==> src/rtl/seq_multiplier_pkg.sv <==
// Shared types and helpers for the sequential shift-add multiplier.
package seq_multiplier_pkg;

    typedef enum logic [1:0] {
        IDLE = 2'd0,
        RUN  = 2'd1,
        DONE = 2'd2
    } state_t;

    // Bits needed to hold a count from 0 up to and including w.
    function automatic int unsigned cnt_width(input int unsigned w);
        return $clog2(w + 1);
    endfunction

    // Two's-complement negate on a 64-bit container; callers truncate.
    function automatic logic [63:0] twos_neg(input logic [63:0] x);
        return ~x + 64'd1;
    endfunction

    // Conditional negate: the magnitude of a negative operand, or the signed product.
    function automatic logic [63:0] cond_neg(input logic [63:0] x, input logic is_neg);
        return is_neg ? twos_neg(x) : x;
    endfunction

endpackage

==> src/rtl/seq_multiplier_datapath.sv <==
// Operand magnitude capture, shift-add accumulator and final sign fix-up.
// SEQ_MULTIPLIER_EARLY_EXIT_EN exposes the remaining-multiplier-is-zero flag.
module seq_multiplier_datapath
    import seq_multiplier_pkg::*;
#(
    parameter int unsigned WIDTH = 5
) (
    input  logic               clock,
    input  logic               reset,
    input  logic               load,
    input  logic               step,
    input  logic               finish,
    input  logic               signed_mode,
    input  logic [WIDTH-1:0]   a,
    input  logic [WIDTH-1:0]   b,
`ifdef SEQ_MULTIPLIER_EARLY_EXIT_EN
    output logic               mult_zero_c,
`endif
    output logic [2*WIDTH-1:0] product
);

    localparam int unsigned PW = 2 * WIDTH;

    logic [PW-1:0]    mcand;
    logic [PW-1:0]    acc;
    logic [WIDTH-1:0] mult;
    logic             neg;
    logic [WIDTH-1:0] a_mag;
    logic [WIDTH-1:0] b_mag;

`ifdef SEQ_MULTIPLIER_EARLY_EXIT_EN
    assign mult_zero_c = (mult == '0);
`endif

    // Magnitudes of the incoming operands; -2^(W-1) maps to 2^(W-1) unsigned.
    always_comb begin
        a_mag = WIDTH'(cond_neg(64'(a), signed_mode & a[WIDTH-1]));
        b_mag = WIDTH'(cond_neg(64'(b), signed_mode & b[WIDTH-1]));
    end

    // Capture on load, retire one multiplier bit per step, publish on finish.
    always_ff @(posedge clock) begin
        if (reset) begin
            mcand   <= '0;
            acc     <= '0;
            mult    <= '0;
            neg     <= 1'b0;
            product <= '0;
        end else begin
            if (load) begin
                mcand <= PW'(a_mag);
                mult  <= b_mag;
                acc   <= '0;
                neg   <= signed_mode & (a[WIDTH-1] ^ b[WIDTH-1]);
            end else if (step) begin
                if (mult[0]) begin
                    acc <= acc + mcand;
                end
                mcand <= mcand << 1;
                mult  <= mult >> 1;
            end
            if (finish) begin
                product <= PW'(cond_neg(64'(acc), neg));
            end
        end
    end

endmodule

==> src/rtl/seq_multiplier.sv <==
// Multi-cycle shift-add multiplier with start/done handshake.
// Define SEQ_MULTIPLIER_EARLY_EXIT_EN to finish as soon as the multiplier remainder is zero.
module seq_multiplier
    import seq_multiplier_pkg::*;
#(
    parameter int unsigned WIDTH = 5
) (
    input  logic               clock,
    input  logic               reset,
    input  logic               start,
    input  logic               signed_mode,
    input  logic [WIDTH-1:0]   a,
    input  logic [WIDTH-1:0]   b,
    output logic               busy,
    output logic               done,
    output logic [2*WIDTH-1:0] product
);

    localparam int unsigned CNT_W = cnt_width(WIDTH);

    state_t           state;
    logic [CNT_W-1:0] cnt;
    logic             load_c;
    logic             step_c;
    logic             finish_c;

`ifdef SEQ_MULTIPLIER_EARLY_EXIT_EN
    logic mult_zero_c;

    // Finish once every bit is retired, or once at least one bit is done and none remain set.
    assign finish_c = (state == RUN) &&
                      ((cnt == '0) || (mult_zero_c && (cnt != CNT_W'(WIDTH))));
`else
    // Finish once every multiplier bit has been retired.
    assign finish_c = (state == RUN) && (cnt == '0);
`endif

    assign load_c = start && ((state == IDLE) || (state == DONE));
    assign step_c = (state == RUN) && !finish_c;

    // Control FSM: bit counter plus registered busy/done.
    always_ff @(posedge clock) begin
        if (reset) begin
            state <= IDLE;
            cnt   <= '0;
            busy  <= 1'b0;
            done  <= 1'b0;
        end else begin
            case (state)
                IDLE: begin
                    done <= 1'b0;
                    if (start) begin
                        state <= RUN;
                        cnt   <= CNT_W'(WIDTH);
                        busy  <= 1'b1;
                    end
                end
                RUN: begin
                    if (finish_c) begin
                        state <= DONE;
                        busy  <= 1'b0;
                        done  <= 1'b1;
                    end else begin
                        cnt <= cnt - CNT_W'(1);
                    end
                end
                DONE: begin
                    done <= 1'b0;
                    if (start) begin
                        state <= RUN;
                        cnt   <= CNT_W'(WIDTH);
                        busy  <= 1'b1;
                    end else begin
                        state <= IDLE;
                    end
                end
                default: begin
                    state <= IDLE;
                    busy  <= 1'b0;
                    done  <= 1'b0;
                end
            endcase
        end
    end

    seq_multiplier_datapath #(
        .WIDTH(WIDTH)
    ) u_datapath (
        .clock       (clock),
        .reset       (reset),
        .load        (load_c),
        .step        (step_c),
        .finish      (finish_c),
        .signed_mode (signed_mode),
        .a           (a),
        .b           (b),
`ifdef SEQ_MULTIPLIER_EARLY_EXIT_EN
        .mult_zero_c (mult_zero_c),
`endif
        .product     (product)
    );

endmodule
==> config.mk <==
export PLATFORM = sky130hd
export DESIGN_NAME = seq_multiplier
export DESIGN_NICKNAME = d
export VERILOG_FILES = /design/src/rtl/seq_multiplier_pkg.sv /design/src/rtl/seq_multiplier_datapath.sv /design/src/rtl/seq_multiplier.sv
export SDC_FILE = /design/constraint.sdc
export NUM_CORES = 1
export LEC_CHECK = 0
export ABC_CLOCK_PERIOD_IN_PS = 2750
export BUFFER_PORTS_ARGS = -buffer_cell sky130_fd_sc_hd__buf_2
export CORE_MARGIN = 2
export CORE_UTILIZATION = 35
export CTS_CLUSTER_DIAMETER = 150
export DETAILED_ROUTE_END_ITERATION = 10
export GPL_TIMING_DRIVEN = 1
export MAX_ROUTING_LAYER = met4
export PLACE_DENSITY = 0.48
export SETUP_SLACK_MARGIN = 0.2
export SYNTH_ARGS = -nofsm -noshare
export SYNTH_HDL_FRONTEND = slang
export SYNTH_SLANG_ARGS = --single-unit
==> constraint.sdc <==
create_clock -name clock -period 2.75 [get_ports clock]
set_input_delay 0.825 -clock clock [delete_from_list [all_inputs] [get_ports clock]]
set_output_delay 0.825 -clock clock [all_outputs]
set_load 0.05 [all_outputs]
==> impl_results.md, run 1 <==
* GP Congestion at 0.8106
* Share of cells above drive strength 1 at 13.85%
* DIE AREA at 0.007535 mm2
* Synth cell types at 44
* Overflow after GRT at 0
* H-tree levels at 2
* Core Box Area at 0.006719 mm2
* Chip width at 86.81 um
* Clock-pin slew on the worst setup and hold paths at 0.08 ns
* GRT Total Usage at 16.14%
* Longest Clk Path Bufs at 2
* Final Hold Fails at 0
* Vias in the first global route at 1955
* Total CTS buffers at 5
* Syn. warnings at 0
* Cell leakage power at 1.111 nW
* VDD IR-drop max at 0.2116 mV
* DRC violations left at 0
* Rows at 30
* Initial antenna violation count at 0
* Kind of critical path: reg2reg
* Post-synth EDFFs at 0
* TritonCTS clock tree: done
* Via density at 5.259
* Setup repair after global routing missed its margin: false
* Largest net degree at the start of global routing at 20
* Tcrit/Tclk final at 79.97%
* PwrDens at 539.8 mW/mm2
* CTS root buffer: clkbuf_8
* Post-placement cell count at 397
* Most common cell after layout, fill and taps aside: nand2_1
* Met1 GRT Util at 20.02%
* Mapped cell area at 0.002400 mm2
* Starting Density at 35.72%
* Initial DRC Count at 87
* Actual slew at the worst max-slew pin at 0.6423 ns
* Reg area at 860.8 um2
* Fin util at 40.80%
* Final Max Tran Viols at 0
* CP Cell Sequence: inv_1 > ha_1 > ha_1 > nand4bb_1 > or3_1 > nor4b_2 > a221oi_1 > nand3_1
* Vias at 2130
* Critical Path RT at 3.00 ns
* Hold Buf Count CTS at 0
* Critical Path AT at 2.44 ns
* Crit-path max FO at 8
* GRT busiest layer: met2
* Syn Inst Count at 302
* Final setup viols at 0
* Fill cell count at 742
* Worst Setup End Kind: flop
* Drt total wl at 5400 um
* Yosys reg bits at 43
* Final TNS setup at 0 ns
* Met2 GRT Util at 25.54%
* Router iterations before antenna repair at 4
* Area grow syn2layout at 14.23%
* Max-cap violations at 0
* Insertion delay to the later sink of the worst-skew pair at 0.30 ns
* CP max stage cell: or3_1
* Worst Hold Slack at 0.4572 ns
* M3 GR Usage at 4.095%
* Ports at 26
* Worst hold path type: reg2reg
* DP HPWL at 4147 um
* Finished Layout Cells at 405
* Seq/Total Area, Yosys at 35.87%
* Mean Syn Cell Area at 7.946 um2
* DR WL/cell at 13.33 um
* Commonest non-fill, non-tap cells in the layout: 55 x nand2_1, 43 x dfxtp_1, 31 x nor2_1
* Min Clock Period, post-route at 2.199 ns
* Post-Syn Nets at 331
* CP most frequent cell: ha_1
* Clk_skew at 0.004779 ns
* Global-route wire length before repair at 9273 um
* Headroom to the max-slew limit at 56.85%
* Max frequency at 454.7 MHz
* Setup Buffers After CTS at 0
* Total power at 0.001480 W
* Ys flop type: dfxtp_1
* Diodes inserted at 0
* DRT antenna net count at 0
* Die Span Y at 86.81 um
* CTS sink cnt at 43
* Fraction of registers with async set/reset at 0%
* Resized Gates After CTS at 0
* Largest stage delay, worst path at 0.49 ns
* PortBufs at 25
* Multi-input gate area at 0.001425 mm2
* Status: finished, final reports clean
* Startpoint types: flop
* Nets at 353
stage by stage:
stage                     setup slack (ns)  instance area, um2
final                               0.5509                2741
after detailed placement            0.5622                2609
after global placement              0.6032                2609
after floorplan                     0.7139                2400
after global routing                0.3645                2741
after CTS                           0.5410                2741
synth_stat cells (all sizes together) (3+ instances only):
cell    count  area [um2]
o31ai       3       22.52
xor2        7       61.31
buf         6       27.53
nor3        8       40.04
and3        3       18.77
xnor2       7       61.31
clkbuf     11       41.29
o21ai      10       50.05
or3         3       18.77
nor2b       5       31.28
a211oi     14       105.1
a211o       3       26.28
a311oi      7       61.31
dfxtp      43       860.8
inv        12       45.04
a21oi      22       110.1
ha         14       175.2
nand3       7       35.03
nand2      55       206.5
nor2       31       116.4
cell families after synthesis:
logic type | count (synthesis) | share of synthesized area, %
xor gates and xnor gates | 14 | 5.110
and+or+nand+nor | 126 | 24.56
muxes | 2 | 0.8342
adders and majority gates | 15 | 8.134
buffers and inverters | 29 | 4.745
DFF | 43 | 35.87
AOI/OAI and AO/OA | 73 | 20.75
sequential cells by signal, summed over array words and instances (netlist names):
| register | flops |
|---|---|
| u_datapath.acc | 10 |
| u_datapath.mult | 5 |
| cnt | 3 |
| busy | 1 |
| state | 2 |
| done | 1 |
| u_datapath.product | 10 |
| u_datapath.neg | 1 |
| u_datapath.mcand | 10 |
power breakdown:
| group | switching, W | leakage, nW | internal [W] |
|---|---|---|---|
| Combinational | 0.000143 | 0.695 | 0.0000773 |
| Clock | 0.000220 | 0.0654 | 0.000363 |
| Sequential | 0.0000233 | 0.350 | 0.000653 |
critical path, delay by kind of cell (launching register included):
kind,cells,cell delay [ns]
AOI/OAI and AO/OA,1,0.11
adders and majority gates,2,0.45
buffers and inverters,1,0.05
DFF,1,0.36
and+or+nand+nor,4,1.18
final cells by class:
| type | instances | area share, % |
|---|---|---|
| Tap cell | 80 | 3.651 |
| Clock inverter | 2 | 2.191 |
| Multi-Input combinational cell | 230 | 51.99 |
| Inverter | 12 | 1.643 |
| Timing Repair Buffer | 32 | 6.481 |
| Clock buffer | 6 | 2.647 |
| Sequential cell | 43 | 31.40 |
layer usage:
layer	wire (um)	up-vias
met2	2432	43
met5	0	-
met3	221	7
li1	-	1116
met4	114	0
met1	2631	964
worst paths after layout:
check / start / endpoint / slack (ns) / depth (start not counted)
worst min-delay path: u_datapath.product[6]$_SDFFE_PP0P_ / u_datapath.product[6]$_SDFFE_PP0P_ / 0.46 / 2
worst max register to register: cnt[0]$_SDFFE_PP0P_ / u_datapath.acc[9]$_SDFFE_PP0P_ / 0.55 / 8
worst min register to register: u_datapath.product[6]$_SDFFE_PP0P_ / u_datapath.product[6]$_SDFFE_PP0P_ / 0.46 / 2
worst max-delay path: cnt[0]$_SDFFE_PP0P_ / u_datapath.acc[9]$_SDFFE_PP0P_ / 0.55 / 8
No activity file was read; power rests on OpenSTA's default activity.
==> inputs of run 2 (changes only) <==
--- a/config.mk
+++ b/config.mk
@@ -5,7 +5,7 @@
 export SDC_FILE = /design/constraint.sdc
 export NUM_CORES = 1
 export LEC_CHECK = 0
-export ABC_CLOCK_PERIOD_IN_PS = 2750
+export ABC_CLOCK_PERIOD_IN_PS = 1800
 export BUFFER_PORTS_ARGS = -buffer_cell sky130_fd_sc_hd__buf_2
 export CORE_MARGIN = 2
 export CORE_UTILIZATION = 35
@@ -13,7 +13,7 @@
 export DETAILED_ROUTE_END_ITERATION = 10
 export GPL_TIMING_DRIVEN = 1
 export MAX_ROUTING_LAYER = met4
-export PLACE_DENSITY = 0.48
+export PLACE_DENSITY = 0.5
 export SETUP_SLACK_MARGIN = 0.2
 export SYNTH_ARGS = -nofsm -noshare
 export SYNTH_HDL_FRONTEND = slang
==> constraint.sdc (replaced) <==
create_clock -name clock -period 1.8 [get_ports clock]
set_input_delay 0.54 -clock clock [delete_from_list [all_inputs] [get_ports clock]]
set_output_delay 0.54 -clock clock [all_outputs]
set_load 0.05 [all_outputs]
==> run 2 against run 1 <==
  * Combinational power increased by 99%
  * Critical endpoint is now u_datapath.acc[6]$_SDFFE_PP0P_
  * Cell area increased by 22%
  * Clock power increased by 8.2%
  * Largest power group unchanged
  * Global-route usage increased by 1.4 points
  * Sequential share of layout area decreased by 5.3 points
  * Largest cell class unchanged
==> impl_results.md, run 2 (synthesis gave the netlist of run 1 again) <==
* Status: finished, final reports clean
* Reg power frac at 49.4%
* Via density at 5.087
* Worst Setup End Kind: flop
* Longest Clk Path Bufs at 2
* PortBufs at 25
* Starting Density at 35.72%
* Cell leakage power at 1.346 nW
* Router iterations before antenna repair at 4
* Max frequency at 565.1 MHz
* DRC violations left at 0
* H-tree levels at 2
* DR WL/cell at 13.70 um
* Actual slew at the worst max-slew pin at 0.6079 ns
* Initial DRC Count at 84
* Final Max Tran Viols at 0
* Area grow syn2layout at 39.78%
* Kind of critical path: reg2reg
* Finished Layout Cells at 449
* Largest net degree at the start of global routing at 24
* Regs by FF count: u_datapath.acc (10), u_datapath.mcand (10), u_datapath.product (10)
* Final setup viols at 0
* Share of cells above drive strength 1 at 37.40%
* Total CTS buffers at 5
* Insertion delay to the later sink of the worst-skew pair at 0.30 ns
* Reg area at 875.8 um2
* Startpoint types: flop
* Setup repair after global routing missed its margin: true
* Hold Buf Count CTS at 0
* Total power at 0.002111 W
* Commonest non-fill, non-tap cells in the layout: 54 x nand2_1, 43 x buf_4, 33 x dfxtp_1
* Die Span Y at 86.81 um
* Switching power at 0.0006534 W
* Clock network power share at 29.9%
* Initial antenna violation count at 0
* Clock-pin slew on the worst setup and hold paths at 0.09 ns
* Global-route wire length before repair at 10110 um
* Critical Path RT at 2.05 ns
* DP HPWL at 4448 um
* Drt total wl at 6153 um
* CTS root buffer: clkbuf_8
* Core Box Area at 0.006719 mm2
* CTS sink cnt at 43
* Clk_skew at 0.005802 ns
* Chip width at 86.81 um
* GP Congestion at 0.8353
* Max-cap violations at 0
* Combinational power share at 20.7%
* Critical Path AT at 2.02 ns
* Internal Pwr Total at 0.001458 W
* Final TNS setup at 0 ns
* Min Clock Period, post-route at 1.770 ns
* Worst hold path type: reg2reg
* DRT antenna net count at 0
* Most common cell after layout, fill and taps aside: nand2_1
* Overflow after GRT at 0
* Rows at 30
* Switching Fraction at 30.95%
* DIE AREA at 0.007535 mm2
* TritonCTS clock tree: done
* Vias in the first global route at 2061
* Nets at 397
* Fill cell count at 662
* Final Hold Fails at 0
* GRT Total Usage at 17.52%
* Multi-input gate area at 0.001705 mm2
* VDD IR-drop max at 0.2431 mV
* PwrDens at 629.5 mW/mm2
* Headroom to the max-slew limit at 59.42%
* Diodes inserted at 0
* Ports at 26
* Worst Hold Slack at 0.4541 ns
* Vias at 2284
* Post-placement cell count at 429
* Tcrit/Tclk final at 98.31%
* Crit-path max FO at 3
## run 2: cell types whose count changed in the layout (fill, tap and decap cells not counted), sizes merged
cell      delta
buf         +44
bufinv       -2
clkinv       +1
clkinvlp     +1
## run 2: critical path: stages (launching register included)
cell and delay, ns:
dfxtp_2 0.34, ha_4 0.16, inv_2 0.06, fa_2 0.22, nor2b_2 0.05, o31a_1 0.28, o21a_1 0.20, or3_1 0.34
nand3_1 0.08
## run 2: per-stage QoR
step | cell area, um2 | util, % | worst slack, ns
after CTS | 3186 | 47.41 | -0.01274
final | 3354 | 49.93 | 0.03036
after global placement | 2899 | 43.15 | -0.05554
after global routing | 3354 | 49.93 | -0.07160
after detailed placement | 2899 | 43.15 | -0.08209
after floorplan | 2480 | - | -0.1228
## run 2: layout make-up
cell class                      count  area share [%]
Timing Repair Buffer               76           16.04
Clock buffer                        6           2.163
Clock inverter                      2          0.3730
Tap cell                           80           2.984
Sequential cell                    43           26.11
Inverter                           12           1.492
Multi-Input combinational cell    230           50.84
## run 2: path summary, 6_finish.rpt
| kind | startpoint | to | slack (ns) | cells after the start |
|---|---|---|---|---|
| worst max-delay path | u_datapath.mcand[0]$_SDFFE_PP0P_ | u_datapath.acc[6]$_SDFFE_PP0P_ | 0.03 | 8 |
| worst min-delay path | u_datapath.product[8]$_SDFFE_PP0P_ | u_datapath.product[8]$_SDFFE_PP0P_ | 0.45 | 2 |
| worst max register to register | u_datapath.mcand[0]$_SDFFE_PP0P_ | u_datapath.acc[6]$_SDFFE_PP0P_ | 0.03 | 8 |
| worst min register to register | u_datapath.product[8]$_SDFFE_PP0P_ | u_datapath.product[8]$_SDFFE_PP0P_ | 0.45 | 2 |
## run 2: repair_timing
action / in CTS / in global routing
gates cloned: 0 / 0
gates resized for setup: 36 / 27
pin swaps: 18 / 13
setup buffers: 7 / 5
endpoints found under the setup margin: 28 / 32
## run 2: power by group through the flow
stage               Clock (W)  Combinational (W)  Sequential [W]
global route         0.000681           0.000487         0.00105
detailed placement          0           0.000404         0.00106
CTS                  0.000643           0.000425         0.00104
floorplan                   0           0.000230         0.00110
global placement            0           0.000403         0.00106
finish               0.000631           0.000438         0.00104
## run 2: layer usage
| layer | global-route usage [%] | share of wire, % | vias up |
|---|---|---|---|
| li1 | - | - | 1194 |
| met1 | 22.85 | 47 | 1046 |
| met2 | 28.66 | 48 | 37 |
| met3 | 2.667 | 2.5 | 7 |
| met4 | 3.977 | 1.6 | 0 |
| met5 | - | 0 | - |
==> inputs of run 3 (changes only) <==
--- a/config.mk
+++ b/config.mk
@@ -8,12 +8,12 @@
 export ABC_CLOCK_PERIOD_IN_PS = 1800
 export BUFFER_PORTS_ARGS = -buffer_cell sky130_fd_sc_hd__buf_2
 export CORE_MARGIN = 2
-export CORE_UTILIZATION = 35
+export CORE_UTILIZATION = 53
 export CTS_CLUSTER_DIAMETER = 150
 export DETAILED_ROUTE_END_ITERATION = 10
 export GPL_TIMING_DRIVEN = 1
 export MAX_ROUTING_LAYER = met4
-export PLACE_DENSITY = 0.5
+export PLACE_DENSITY = 0.72
 export SETUP_SLACK_MARGIN = 0.2
 export SYNTH_ARGS = -nofsm -noshare
 export SYNTH_HDL_FRONTEND = slang
==> run 3 against run 2 <==
  * Sequential power barely moved
  * Count of clock-buffer cells in the layout did not move
  * Cell area rose by 7.7%
  * Fmax fell by 5.5%
  * Wire length rose by 14%
  * Sequential cell count did not move
  * Clock power rose by 42%
  * The flow now finishes with violations (negative setup slack)
  * Critical path depth did not move
  * Cell count fell by 5.6%
  * Critical path type unchanged
  * Via count rose by 9.3%
  * Sequential share of layout area fell by 1.9 points
  * Critical endpoint is now u_datapath.acc[9]$_SDFFE_PP0P_
==> impl_results.md, run 3 (synthesis gave the netlist of run 1 again) <==
* DRT antenna net count at 0
* GRT Total Usage at 26.43%
* Overflow after GRT at 0
* PortBufs at 25
* Critical path origin: cnt[0]$_SDFFE_PP0P_
* Chip width at 71.29 um
* Max-cap violations at 0
* Status: finished, violations left
* Setup repair after global routing missed its margin: true
* Switching power at 0.0006950 W
* Reg power frac at 42.0%
* DRC violations left at 0
* Worst Setup End Kind: flop
* Regs by FF count: u_datapath.acc (10), u_datapath.mcand (10), u_datapath.product (10)
* H-tree levels at 2
* Kind of critical path: reg2reg
* Min Clock Period, post-route at 1.872 ns
* Initial DRC Count at 169
* Cell leakage power at 1.458 nW
* Startpoint types: flop
* Critical Path RT at 2.05 ns
* DIE AREA at 0.005082 mm2
* Vias in the first global route at 2298
* Total CTS buffers at 5
* Post-placement cell count at 406
* Area grow syn2layout at 50.52%
* DP HPWL at 4185 um
* CTS root buffer: clkbuf_8
* DR WL/cell at 16.47 um
* Share of cells above drive strength 1 at 49.19%
* Largest stage delay, worst path at 0.47 ns
* Rows at 24
* PwrDens at 692.9 mW/mm2
* Metal-1 WL at 2912 um
* Clock-pin slew on the worst setup and hold paths at 0.08 ns
* Max frequency at 534.3 MHz
* Commonest non-fill, non-tap cells in the layout: 42 x buf_4, 40 x nand2_1, 33 x dfxtp_1
* Clock network power share at 35.8%
* CTS sink cnt at 43
* Final Hold Fails at 0
* Drt total wl at 6985 um
* Combinational power share at 22.2%
* Final setup viols at 7
* R2R Path Start: cnt[0]$_SDFFE_PP0P_
* Setup ws final at -0.07173 ns
* Crit-path max FO at 5
* CP max stage cell: or3_4
* Actual slew at the worst max-slew pin at 0.6573 ns
* Initial antenna violation count at 0
* VDD IR-drop max at 0.4917 mV
* Global-route wire length before repair at 10400 um
* Most common cell after layout, fill and taps aside: buf_4
* Met2 WL post-DR at 3413 um
* Hold path startpoint: u_datapath.product[0]$_SDFFE_PP0P_
* Critical Path AT at 2.12 ns
* Via density at 5.889
* Top layer in use: met4
* Core Box Area at 0.004354 mm2
* CP Cell Sequence: inv_2 > ha_4 > ha_4 > nand4bb_4 > or3_4 > nor4b_4 > a221oi_2 > nand3_1
* Worst path bufs/invs at 1
* Fill cell count at 236
* Internal Pwr Total at 0.001808 W
* Headroom to the max-slew limit at 56.12%
* Clk_skew at 0.009424 ns
* TritonCTS clock tree: done
* Failing checks: negative setup slack
* Switching Fraction at 27.77%
* Largest net degree at the start of global routing at 20
* Final TNS setup at -0.2417 ns
* CP most frequent cell: ha_4
* Die Span Y at 71.29 um
* Vias at 2497
* GP Congestion at 0.8597
* Met3 wire length at 414 um
* Finished Layout Cells at 424
* Longest Clk Path Bufs at 2
* Nets at 400
* Ports at 26
* Diodes inserted at 0
* Starting Density at 55.11%
* Crit path max-delay family: simple AND/OR/NAND/NOR gates
* Worst hold path type: reg2reg
* Router iterations before antenna repair at 4
* Tcrit/Tclk final at 104.0%
* Final Max Tran Viols at 0
* Insertion delay to the later sink of the worst-skew pair at 0.30 ns
-- run 3: timing repair --
| item | in CTS | in global routing |
|---|---|---|
| buffers inserted | 4 | 5 |
| pin swaps | 28 | 27 |
| endpoints found under the setup margin | 30 | 36 |
| gates resized for setup | 56 | 67 |
| cloned | 0 | 1 |
| hold buffers | 0 | 0 |
-- run 3: layout make-up --
cell class	instances	area (um2)	area share, %
Multi-Input combinational cell	230	1906	52.75
Sequential cell	43	875.8	24.25
Timing Repair Buffer	79	583.1	16.14
Clock buffer	6	72.57	2.009
Tap cell	52	65.06	1.801
Clock inverter	2	60.06	1.663
Inverter	12	50.05	1.386
-- run 3: power by group through the flow --
stage | sequential, W | combinational, W | clock, W
2_1_floorplan | 0.00110 | 0.000230 | 0
3_3_place_gp | 0.00105 | 0.000400 | 0
3_5_place_dp | 0.00105 | 0.000410 | 0
4_1_cts | 0.00104 | 0.000465 | 0.000902
5_1_grt | 0.00106 | 0.000600 | 0.000943
6_report | 0.00105 | 0.000557 | 0.000895
-- run 3: through the flow --
step	area (um2)	utilization, %	total power (W)	setup slack (ns)	hold WS (ns)
2_1_floorplan	2480	-	0.001330	-0.1228	0.4275
3_3_place_gp	2902	66.64	0.001452	-0.05679	0.4374
6_report	3612	82.96	0.002503	-0.07173	0.4609
5_1_grt	3612	82.96	0.002600	-0.1461	0.4788
4_1_cts	3307	75.95	0.002408	-0.03248	0.4585
3_5_place_dp	2902	66.64	0.001464	-0.1236	0.4465
-- run 3: worst reg2reg max path, stage by stage (launching register included) --
cell       delay (ns)
dfxtp_2          0.35
inv_2            0.05
ha_4             0.16
ha_4             0.15
nand4bb_4        0.21
or3_4            0.48
nor4b_4          0.24
a221oi_2         0.08
nand3_1          0.11
-- run 3: per-layer routing --
layer | track usage, % | vias up
met3 | 5.485 | 20
li1 | - | 1210
met4 | 11.11 | 0
met2 | 41.67 | 87
met5 | - | -
met1 | 33.01 | 1180
-- run 3: worst paths after layout --
path / end / slack, ns / cells after the start
worst max-delay path: u_datapath.acc[9]$_SDFFE_PP0P_ / -0.07 / 8
worst min-delay path: u_datapath.product[0]$_SDFFE_PP0P_ / 0.46 / 2
worst max register to register: u_datapath.acc[9]$_SDFFE_PP0P_ / -0.07 / 8
worst min register to register: u_datapath.product[0]$_SDFFE_PP0P_ / 0.46 / 2
